**config.mk**
```make
export PLATFORM = sky130hd
export DESIGN_NAME = psram_line_fetcher
export DESIGN_NICKNAME = d
export VERILOG_FILES = /design/src/rtl/psram_fetch_pkg.sv /design/src/rtl/psram_byte_fifo.sv /design/src/rtl/psram_line_fetcher.sv
export SDC_FILE = /design/constraint.sdc
export NUM_CORES = 1
export LEC_CHECK = 0
export CAP_MARGIN = 20
export CORE_ASPECT_RATIO = 0.75
export CORE_MARGIN = 5
export CORE_UTILIZATION = 45
export DETAILED_ROUTE_END_ITERATION = 7
export SLEW_MARGIN = 0
export SYNTH_ARGS = -nofsm -noshare
export SYNTH_HDL_FRONTEND = slang
export SYNTH_SLANG_ARGS = --single-unit
```
**constraint.sdc**
```tcl
create_clock -name sysclk -period 3.16 [get_ports sysclk]
set_input_delay 0.632 -clock sysclk [delete_from_list [all_inputs] [get_ports sysclk]]
set_output_delay 0.632 -clock sysclk [all_outputs]
set_load 0.01 [all_outputs]
```
**src/rtl/psram_fetch_pkg.sv**
```systemverilog
// Shared types and constants for the PSRAM line fetcher.
// Latency: n/a (declarations only).
// Backpressure: n/a.
package psram_fetch_pkg;

    typedef enum logic [1:0] {
        IDLE,
        SET_ADDR,
        STREAM
    } fetch_state_t;

    localparam int   PSRAM_ADDR_W   = 24;
    localparam logic PSRAM_CMD_READ = 1'b0;

endpackage

```
**src/rtl/psram_byte_fifo.sv**
```systemverilog
// Synchronous show-ahead FIFO; head entry is presented on o_data while not empty.
// Latency: a pushed word is visible on o_data the cycle after the push.
// Backpressure: push while full is dropped unless a pop happens in the same cycle.
// Ports:
//   i_clk, i_rst      clock, asynchronous active-high reset
//   i_flush           synchronous clear; overrides push and pop
//   i_push, i_data    write strobe and data
//   i_pop             read strobe (ignored while empty)
//   o_data            head entry (0 while empty)
//   o_count           occupancy, 0..DEPTH
//   o_full, o_empty   occupancy flags
module psram_byte_fifo #(
    parameter int DEPTH = 16,
    parameter int WIDTH = 8
) (
    input  logic                       i_clk,
    input  logic                       i_rst,
    input  logic                       i_flush,
    input  logic                       i_push,
    input  logic [WIDTH-1:0]           i_data,
    input  logic                       i_pop,
    output logic [WIDTH-1:0]           o_data,
    output logic [$clog2(DEPTH+1)-1:0] o_count,
    output logic                       o_full,
    output logic                       o_empty
);

    localparam int PTR_W = $clog2(DEPTH);
    localparam int CNT_W = $clog2(DEPTH + 1);

    logic [WIDTH-1:0] r_mem [DEPTH];
    logic [PTR_W-1:0] r_wr_ptr;
    logic [PTR_W-1:0] r_rd_ptr;
    logic [CNT_W-1:0] r_count;

    logic w_do_pop;
    logic w_do_push;

    assign o_empty   = (r_count == '0);
    assign o_full    = (r_count == CNT_W'(DEPTH));
    assign o_count   = r_count;
    assign o_data    = o_empty ? '0 : r_mem[r_rd_ptr];

    assign w_do_pop  = i_pop && !o_empty;
    // A simultaneous pop frees the slot, so push-when-full is fine then.
    assign w_do_push = i_push && (!o_full || w_do_pop);

    always_ff @(posedge i_clk) begin
        if (w_do_push && !i_flush) begin
            r_mem[r_wr_ptr] <= i_data;
        end
    end

    // DEPTH is a power of two, so the pointers wrap naturally.
    always_ff @(posedge i_clk or posedge i_rst) begin
        if (i_rst) begin
            r_wr_ptr <= '0;
            r_rd_ptr <= '0;
            r_count  <= '0;
        end else if (i_flush) begin
            r_wr_ptr <= '0;
            r_rd_ptr <= '0;
            r_count  <= '0;
        end else begin
            if (w_do_push) begin
                r_wr_ptr <= r_wr_ptr + PTR_W'(1);
            end
            if (w_do_pop) begin
                r_rd_ptr <= r_rd_ptr + PTR_W'(1);
            end
            case ({w_do_push, w_do_pop})
                2'b10:   r_count <= r_count + CNT_W'(1);
                2'b01:   r_count <= r_count - CNT_W'(1);
                default: r_count <= r_count;
            endcase
        end
    end

endmodule

```
**src/rtl/psram_line_fetcher.sv**
```systemverilog
// Fetches one framebuffer scanline from PSRAM per line_request into a byte FIFO for the pixel path.
// Latency: request->set_address 1 cycle, set_address->first byte request 1 cycle, byte->pixel_data 1 cycle.
// Backpressure: byte requests stall while the FIFO has no free slot (one request outstanding max).
// Ports:
//   sysclk, reset                 clock, asynchronous active-high reset
//   line_request, line_number     start a fetch of line_number (accepted only when idle)
//   line_abort                    stop fetch, flush FIFO, forget the outstanding byte
//   busy                          fetch in progress
//   psram_rw, psram_set_address,
//   psram_address,
//   psram_next_byte_needed        PSRAM controller command side
//   psram_byte, psram_byte_valid  returned data
//   pixel_data/valid/ready        show-ahead output stream
//   overflow                      sticky: byte dropped because FIFO was full
//   underrun                      consumer ready, FIFO empty, fetch still running
//   underrun_count                saturating underrun counter, present only when
//                                 PSRAM_FETCH_UNDERRUN_COUNT_EN is defined
module psram_line_fetcher
    import psram_fetch_pkg::*;
#(
    parameter int                      BYTES_PER_LINE = 320,
    parameter int                      FIFO_DEPTH     = 16,
    parameter logic [PSRAM_ADDR_W-1:0] BASE_ADDRESS   = 24'h0,
    parameter int                      LINE_BITS      = 10
) (
    input  logic                    sysclk,
    input  logic                    reset,
    input  logic                    line_request,
    input  logic [LINE_BITS-1:0]    line_number,
    input  logic                    line_abort,
    output logic                    busy,
    output logic                    psram_rw,
    output logic                    psram_set_address,
    output logic [PSRAM_ADDR_W-1:0] psram_address,
    output logic                    psram_next_byte_needed,
    input  logic [7:0]              psram_byte,
    input  logic                    psram_byte_valid,
    output logic [7:0]              pixel_data,
    output logic                    pixel_valid,
    input  logic                    pixel_ready,
    output logic                    overflow,
    output logic                    underrun
`ifdef PSRAM_FETCH_UNDERRUN_COUNT_EN
    ,
    output logic [15:0]             underrun_count
`endif
);

    localparam int CNT_W  = $clog2(BYTES_PER_LINE + 1);
    localparam int FCNT_W = $clog2(FIFO_DEPTH + 1);

    fetch_state_t              r_state;
    fetch_state_t              w_state_nxt;
    logic [PSRAM_ADDR_W-1:0]   r_addr;
    logic [CNT_W-1:0]          r_remaining;
    logic [CNT_W-1:0]          r_req_left;
    logic                      r_outstanding;
    logic                      r_overflow;

    logic [PSRAM_ADDR_W-1:0]   w_line_addr;
    logic                      w_accept;
    logic                      w_issue;
    logic                      w_push;
    logic                      w_pop;
    logic                      w_fifo_empty;
    logic                      w_fifo_full;
    logic [FCNT_W-1:0]         w_fifo_count;

    // Address arithmetic is done in 24 bits so it wraps at the top of PSRAM.
    assign w_line_addr = BASE_ADDRESS
                       + PSRAM_ADDR_W'(line_number) * PSRAM_ADDR_W'(BYTES_PER_LINE);

    assign w_accept = (r_state == IDLE) && line_request && !line_abort;

    // Credit rule: only request when the returning byte is guaranteed a slot.
    assign w_issue = (r_state == STREAM) && !r_outstanding
                  && (r_req_left != '0) && (w_fifo_count < FCNT_W'(FIFO_DEPTH));

    // Bytes are accepted only against our own outstanding request; a late byte
    // after an abort finds r_outstanding cleared and is discarded.
    assign w_push = psram_byte_valid && r_outstanding && (r_state == STREAM) && !line_abort;
    assign w_pop  = pixel_valid && pixel_ready;

    always_ff @(posedge sysclk or posedge reset) begin
        if (reset) begin
            r_state <= IDLE;
        end else begin
            r_state <= w_state_nxt;
        end
    end

    always_comb begin
        w_state_nxt       = r_state;
        busy              = 1'b0;
        psram_set_address = 1'b0;
        case (r_state)
            IDLE: begin
                if (line_request) begin
                    w_state_nxt = SET_ADDR;
                end
            end
            SET_ADDR: begin
                busy              = 1'b1;
                psram_set_address = 1'b1;
                w_state_nxt       = STREAM;
            end
            STREAM: begin
                busy = 1'b1;
                if (r_remaining == '0) begin
                    w_state_nxt = IDLE;
                end
            end
            default: w_state_nxt = IDLE;
        endcase
        if (line_abort) begin
            w_state_nxt = IDLE;
        end
    end

    always_ff @(posedge sysclk or posedge reset) begin
        if (reset) begin
            r_addr        <= '0;
            r_remaining   <= '0;
            r_req_left    <= '0;
            r_outstanding <= 1'b0;
            r_overflow    <= 1'b0;
        end else begin
            if (w_accept) begin
                r_addr      <= w_line_addr;
                r_remaining <= CNT_W'(BYTES_PER_LINE);
                r_req_left  <= CNT_W'(BYTES_PER_LINE);
            end
            if (w_issue) begin
                r_req_left <= r_req_left - CNT_W'(1);
            end
            if (w_push) begin
                r_remaining <= r_remaining - CNT_W'(1);
            end
            if (line_abort) begin
                r_outstanding <= 1'b0;
            end else if (w_issue) begin
                r_outstanding <= 1'b1;
            end else if (w_push) begin
                r_outstanding <= 1'b0;
            end
            if (w_push && w_fifo_full && !w_pop) begin
                r_overflow <= 1'b1;
            end
        end
    end

    psram_byte_fifo #(
        .DEPTH (FIFO_DEPTH),
        .WIDTH (8)
    ) u_fifo (
        .i_clk   (sysclk),
        .i_rst   (reset),
        .i_flush (line_abort),
        .i_push  (w_push),
        .i_data  (psram_byte),
        .i_pop   (w_pop),
        .o_data  (pixel_data),
        .o_count (w_fifo_count),
        .o_full  (w_fifo_full),
        .o_empty (w_fifo_empty)
    );

    assign pixel_valid            = !w_fifo_empty;
    assign psram_rw               = PSRAM_CMD_READ;
    assign psram_address          = r_addr;
    assign psram_next_byte_needed = w_issue;
    assign overflow               = r_overflow;
    assign underrun               = pixel_ready && !pixel_valid && busy;

`ifdef PSRAM_FETCH_UNDERRUN_COUNT_EN
    logic [15:0] r_underrun_count;

    always_ff @(posedge sysclk or posedge reset) begin
        if (reset) begin
            r_underrun_count <= '0;
        end else if (underrun && (r_underrun_count != 16'hFFFF)) begin
            r_underrun_count <= r_underrun_count + 16'd1;
        end
    end

    assign underrun_count = r_underrun_count;
`endif

endmodule
```
==> Word-level counts from Yosys, hierarchy flattened <==
Memories as Yosys holds them, arrays and structs flattened.
Index checks and enable logic that the tools add are counted.
{ "word_totals": {"input_bits": 24, "register_bits": 48, "ramBits": 128, "mem_count": 1, "out_inout_bits": 39, "wordCells": 80} }
{ "classes": {"muxes": 21, "n_mul": 1, "n_eq_ne": 7, "n_reduce_logical": 34, "add_sub_neg": 6, "n_lt_le_gt_ge": 1} }
{ "mem_list": {"columns": ["name", "depth", "word_bits", "rd", "rd_clocked_by_memory_dff", "wr", "line", "source"], "rows": [
  ["u_fifo.r_mem", 16, 8, 1, 0, 1, "psram_byte_fifo.sv:31", "logic [WIDTH-1:0] r_mem [DEPTH];"]
]} }
{ "ops": {"columns": ["operator", "count"], "rows": [
  ["$mux W9", 3],
  ["$sub A9 B1 Y9 const B", 2],
  ["$logic_and A1 B1 Y1", 16],
  ["$mux W4", 4],
  ["$mul A10 B3 Y13 const B", 1],
  ["$pmux W5 S2", 1],
  ["$logic_not A9 Y1", 1],
  ["$reduce_bool A9 Y1", 1],
  ["$add A4 B1 Y4 const B", 2],
  ["$mux W8", 1],
  ["$reduce_bool A2 Y1", 4],
  ["$mux W1", 7],
  ["$mux W2", 3],
  ["$pmux W2 S3", 1],
  ["$reduce_bool A3 Y1", 2],
  ["$add A5 B1 Y5 const B", 1],
  ["$eq A5 B5 Y1 const B", 1],
  ["$logic_not A1 Y1", 5],
  ["$logic_not A5 Y1", 1],
  ["$lt A5 B5 Y1 const B", 1],
  ["$mux W5", 1],
  ["$sub A5 B1 Y5 const B", 1],
  ["$eq A2 B1 Y1 const B", 2],
  ["$eq A2 B2 Y1 const B", 2],
  ["6 further kinds", 6]
]} }

==> Depth between registers and ports, before layout <==
{ "depth": {"depth_word": 9, "depth_mapped": 11, "depth_no_buf": 10} }

==> Hierarchy <==
A second synthesis with hierarchy kept.
{ "hier_totals": {"cells_unflattened": 566, "area_unflattened_um2": 8101.5} }
{ "by_module_without_submodules": {"columns": ["mod", "n_inst", "cells_per_inst", "seq_area_each_um2", "area_each_um2"], "rows": [
  ["psram_byte_fifo", 1, 315, 4169.0, 5858.1],
  ["psram_line_fetcher", 1, 251, 875.8, 2243.4]
]} }

==> Worst setup path before layout <==
Ideal clock, no wire load.
{ "synth_timing": {"path_type": "input -> register", "from": "input pixel_ready", "to": "register u_fifo.r_count[4], in the netlist u_fifo.o_count[4]", "cell_stages": 7, "t_arrival_ns": 2.441, "path_buffers": 1, "slack_ns": 0.587, "required_time_ns": 3.028, "setup_ns": 0.132, "path_cell_list": "clkbuf_1 inv_1 a211oi_2 ha_1 a2111oi_0 a211o_1 o211ai_1"} }
{ "synth_via": {"elab_chain_len": 7, "word_cells_on_any_way": 9, "classes_between": "eq/ne (2); mux (2); reduce/logical (5)"} }
{ "synth_lines": {"columns": ["element", "line", "source"], "rows": [
  ["start: declaration", "psram_line_fetcher.sv:40", "input logic pixel_ready,"],
  ["$logic_and A1 B1 Y1 *", "psram_line_fetcher.sv:82", "assign w_pop = pixel_valid && pixel_ready;"],
  ["$logic_and A1 B1 Y1 *", "psram_byte_fifo.sv:44", "assign w_do_pop = i_pop && !o_empty;"],
  ["$logic_or A1 B1 Y1", "psram_byte_fifo.sv:46", "assign w_do_push = i_push && (!o_full || w_do_pop);"],
  ["$logic_and A1 B1 Y1", "psram_byte_fifo.sv:46", null],
  ["$eq A2 B1 Y1 or $eq A2 B2 Y1 (tied branches)", "psram_byte_fifo.sv:71", "case ({w_do_push, w_do_pop})"],
  ["$pmux W5 S2", "psram_byte_fifo.sv:71", null],
  ["$mux W5", "psram_byte_fifo.sv:60", "end else if (i_flush) begin"],
  ["end signal: assignment", "psram_byte_fifo.sv:72", "2'b10: r_count <= r_count + CNT_W'(1);"],
  ["end signal: assignment", "psram_byte_fifo.sv:73", "2'b01: r_count <= r_count - CNT_W'(1);"],
  ["end signal: assignment", "psram_byte_fifo.sv:74", "default: r_count <= r_count;"],
  ["end: declaration", "psram_byte_fifo.sv:34", "logic [CNT_W-1:0] r_count;"]
]} }
Mark *: on every way between the ends. The rest lies on a longest branch, timed or not.
A chain may end at the register's enable or synchronous reset.

==> Final worst setup path <==
{ "layout_timing": {"from": "register u_fifo.r_rd_ptr[0]", "to": "output pixel_data[7]"} }
{ "layout_via": {"elab_chain_len": 2} }
{ "layout_lines": {"columns": ["element", "line", "source"], "rows": [
  ["start: declaration", "psram_byte_fifo.sv:33", "logic [PTR_W-1:0] r_rd_ptr;"],
  ["start signal: assignment", "psram_byte_fifo.sv:69", "r_rd_ptr <= r_rd_ptr + PTR_W'(1);"],
  ["$mem_v2 Z16 W8", null, null],
  ["$mux W8", "psram_byte_fifo.sv:42", "assign o_data = o_empty ? '0 : r_mem[r_rd_ptr];"],
  ["end: declaration", "psram_line_fetcher.sv:38", "output logic [7:0] pixel_data,"]
]} }
No other way between the ends.

==> reports/metrics.cfg <==
[outcome]
status = finished clean

[power_and_ir_drop]
ir_drop_mv = 0.3460
p_leak_nw = 3.664
finalPower_w = 0.006911
power_density_nw_per_um2 = 702.5

[worst_setup_path]
worst_setup_path_end_kind = output pin
rrSetupSlack_ns = 0.48
crit_required_ns = 2.53
path_buf_inv = 2
crit_fanout = 13
path_cells = buf_12 -> mux4_2 -> mux2i_4 -> o22ai_1 -> clkdlybuf4s50_1
cp-start-kind = flip-flop
worst-setup-path-type = reg -> out
slowest_delay_ns = 0.56
worstReg2RegStart = r_state[0]
crit_family = multiplexers
reg2reg_to = u_fifo.r_mem[6][3]
rr_worst_depth = 8
arrival_ns = 2.44
crit_slowest_cell = mux4_2

[routing]
first_iter_violations = 513
vias = 5155
wl_mm = 17.71
drt_first_pass_iters = 7
final_antenna_net_count = 0
vias_per_cell = 5.646
wl_per_cell_microns = 19.40
drcViolationCount = 0

[sta]
setup_viol = 0
period_share = 0.9723
hold_ws_ns = 0.4584
fin_tns_setup_ns = 0
worst_slew_pin_slew_ns = 0.7007
min_period_ns = 3.073
fmax_mhz = 325.5
hold_viol = 0
drv_slew = 0
fin_skew_ns = 0.01276
slew_headroom = 0.5315

[yosys]
yosysTopAreaCellShare = 0.4655
synth-edff-count = 128
syn_inst = 582
ys_seq_area_frac = 0.6110
syn_avg_cell_area_sq_um = 14.19
syn_area_sq_um = 8257
yosys_register_bits = 176
yosysWarnings = 0
synth.area.top_cells = edfxtp_1 47%, dfrtp_1 15%, mux4_2 8.7%, ha_1 4.5%, mux2i_1 2.3%
synthTopCellsByCount = 128 x edfxtp_1, 48 x dfrtp_1, 43 x nand2_1
async_reset_ff_frac = 0.2727
synth_cell_types = 67
netlist.top_cell.by_area = edfxtp_1
yosysMostFrequentCell = edfxtp_1
ys.flop_type = edfxtp_1

[min_path]
hp-class = reg -> reg
hold_path_startpoint = overflow
hold_path_end = overflow
hold_path_depth = 1

[clocking]
cts_buffers = 17
cts_max_level = 4
clkLatencyLatePin_ns = 0.44
ctsHoldBuffers = 0
clk_pin_slew_worst_paths_ns = 0.07
clockBufferDepth = 2
cts_root_buf = clkbuf_16
cts_tree = done
clkSinkCount = 176

[global_routing]
grt_use_total = 0.1737
grt_pass1_wl_mm = 28.60
grt_overflow = 0
antenna_found_initial = 0
grt_max_degree = 36
grt_pass1_vias = 5042

[final_layout]
fill_cells = 1422
area_growth_pct = 19.14
drive_gt1_frac = 0.1788
num_antenna_cells = 0
nets = 713

[placement]
gp_congestion = 0.8763
dpl.hpwl_mm = 12.45
port_buffers = 50

[floorplanning]
coreArea_sq_um = 17810
die_x_microns = 166.4
ios = 63
die-area_sq_um = 21190
die_h_microns = 127.3
rows = 42
initial_core_util = 0.4635

[job]
cap_violations = 0

## registers in the layout, indices dropped and copies added (netlist names)
| register | count |
|---|---|
| r_req_left | 9 |
| psram_address | 13 |
| r_state | 2 |
| u_fifo.o_count | 5 |
| u_fifo.r_rd_ptr | 4 |
| r_remaining | 9 |
| u_fifo.r_mem | 128 |
| u_fifo.r_wr_ptr | 4 |
| overflow | 1 |
| r_outstanding | 1 |
## power by group
part           switching, W  internal (W)  leakage, nW  total [W]
Sequential         0.000155       0.00263         1.77    0.00278
Combinational       0.00102       0.00106         1.61    0.00207
Clock              0.000992       0.00106        0.283    0.00206
## worst register-to-register path, stage by stage, from the launching register on
cell,delay [ns]
dfrtp_1,0.41
inv_1,0.12
ha_1,0.21
buf_4,0.16
and4b_1,0.28
buf_4,0.15
o21ai_1,0.10
nor3b_1,0.37
and2_1,0.52
## metal layers
metal  routed length, microns  global-route usage
met1                     8505              0.2591
met2                     8053              0.2578
met3                      938             0.04015
met4                      215             0.04858
met5                        0                   0
## kinds of logic (layout without fill, tap and decap cells)
family / count (synthesis) / count (layout) / synth area share
AOI/OAI and AO/OA: 100 / 100 / 0.08047
muxes: 54 / 54 / 0.1158
adders and majority gates: 31 / 31 / 0.04789
other: 1 / 12 / 0.0004542
and+or+nand+nor: 153 / 153 / 0.09835
DFF: 176 / 176 / 0.6110
buffers and inverters: 56 / 134 / 0.03440
xor gates and xnor gates: 11 / 11 / 0.01167
## cell usage in the layout, fill, tap and decap left out, types with 7 or more instances in the layout
cell | netlist | final
a211oi_1 | 7 | 7
a21oi_1 | 14 | 14
and2_1 | 15 | 15
buf_4 | 14 | 31
clkbuf_16 | 0 | 17
clkdlybuf4s50_1 | 0 | 46
conb_1 | 1 | 12
dfrtp_1 | 48 | 47
edfxtp_1 | 128 | 128
ha_1 | 30 | 30
inv_1 | 16 | 15
mux2i_1 | 19 | 16
mux4_2 | 32 | 32
nand2_1 | 43 | 42
nand3_1 | 14 | 14
nor2_1 | 19 | 19
nor3_1 | 13 | 13
nor3b_1 | 8 | 7
o21ai_0 | 28 | 28
o22ai_1 | 9 | 9
## metrics by stage
stage	cell area [sq um]	worst slack, ns	utilization	std cells
CTS	9797	0.008922	0.5499	910
floorplan	8298	0.5874	-	593
global route	9837	-0.03401	0.5522	913
finish	9837	0.08740	0.5522	913
detailed placement	9140	0.2184	0.5131	877
global placement	9140	0.2742	0.5131	877
## how the worst max path moves through the flow
stage / end / slack, ns / cells after the start / startpoint
after detailed placement: psram_address[17] / 0.22 / 8 / line_number[1]
after CTS: pixel_data[1] / 0.009 / 5 / u_fifo.r_rd_ptr[0]
after global placement: u_fifo.o_count[4] / 0.27 / 7 / line_abort
final: pixel_data[7] / 0.09 / 5 / u_fifo.r_rd_ptr[0]
after floorplan: u_fifo.o_count[4] / 0.59 / 7 / pixel_ready
after global routing: pixel_data[2] / -0.03 / 6 / u_fifo.o_count[0]
## layout make-up
cell class	instances	area (sq um)	share of cell area
well taps	242	302.8	0.03078
clock inverters	15	163.9	0.01666
flip-flops and latches	176	5046	0.5130
inverters	17	63.81	0.006487
repair buffers	85	822.0	0.08357
clock buffers	17	425.4	0.04325
multi-input cells	361	3013	0.3063
## repair_timing
action,CTS,global route
setup buffers,0,3
gates resized for setup,7,8
gates cloned,1,0
pin swaps,0,1
endpoints found under the hold margin,0,0
setup endpoints to repair,9,8
Power figures use the tool's default switching activity.
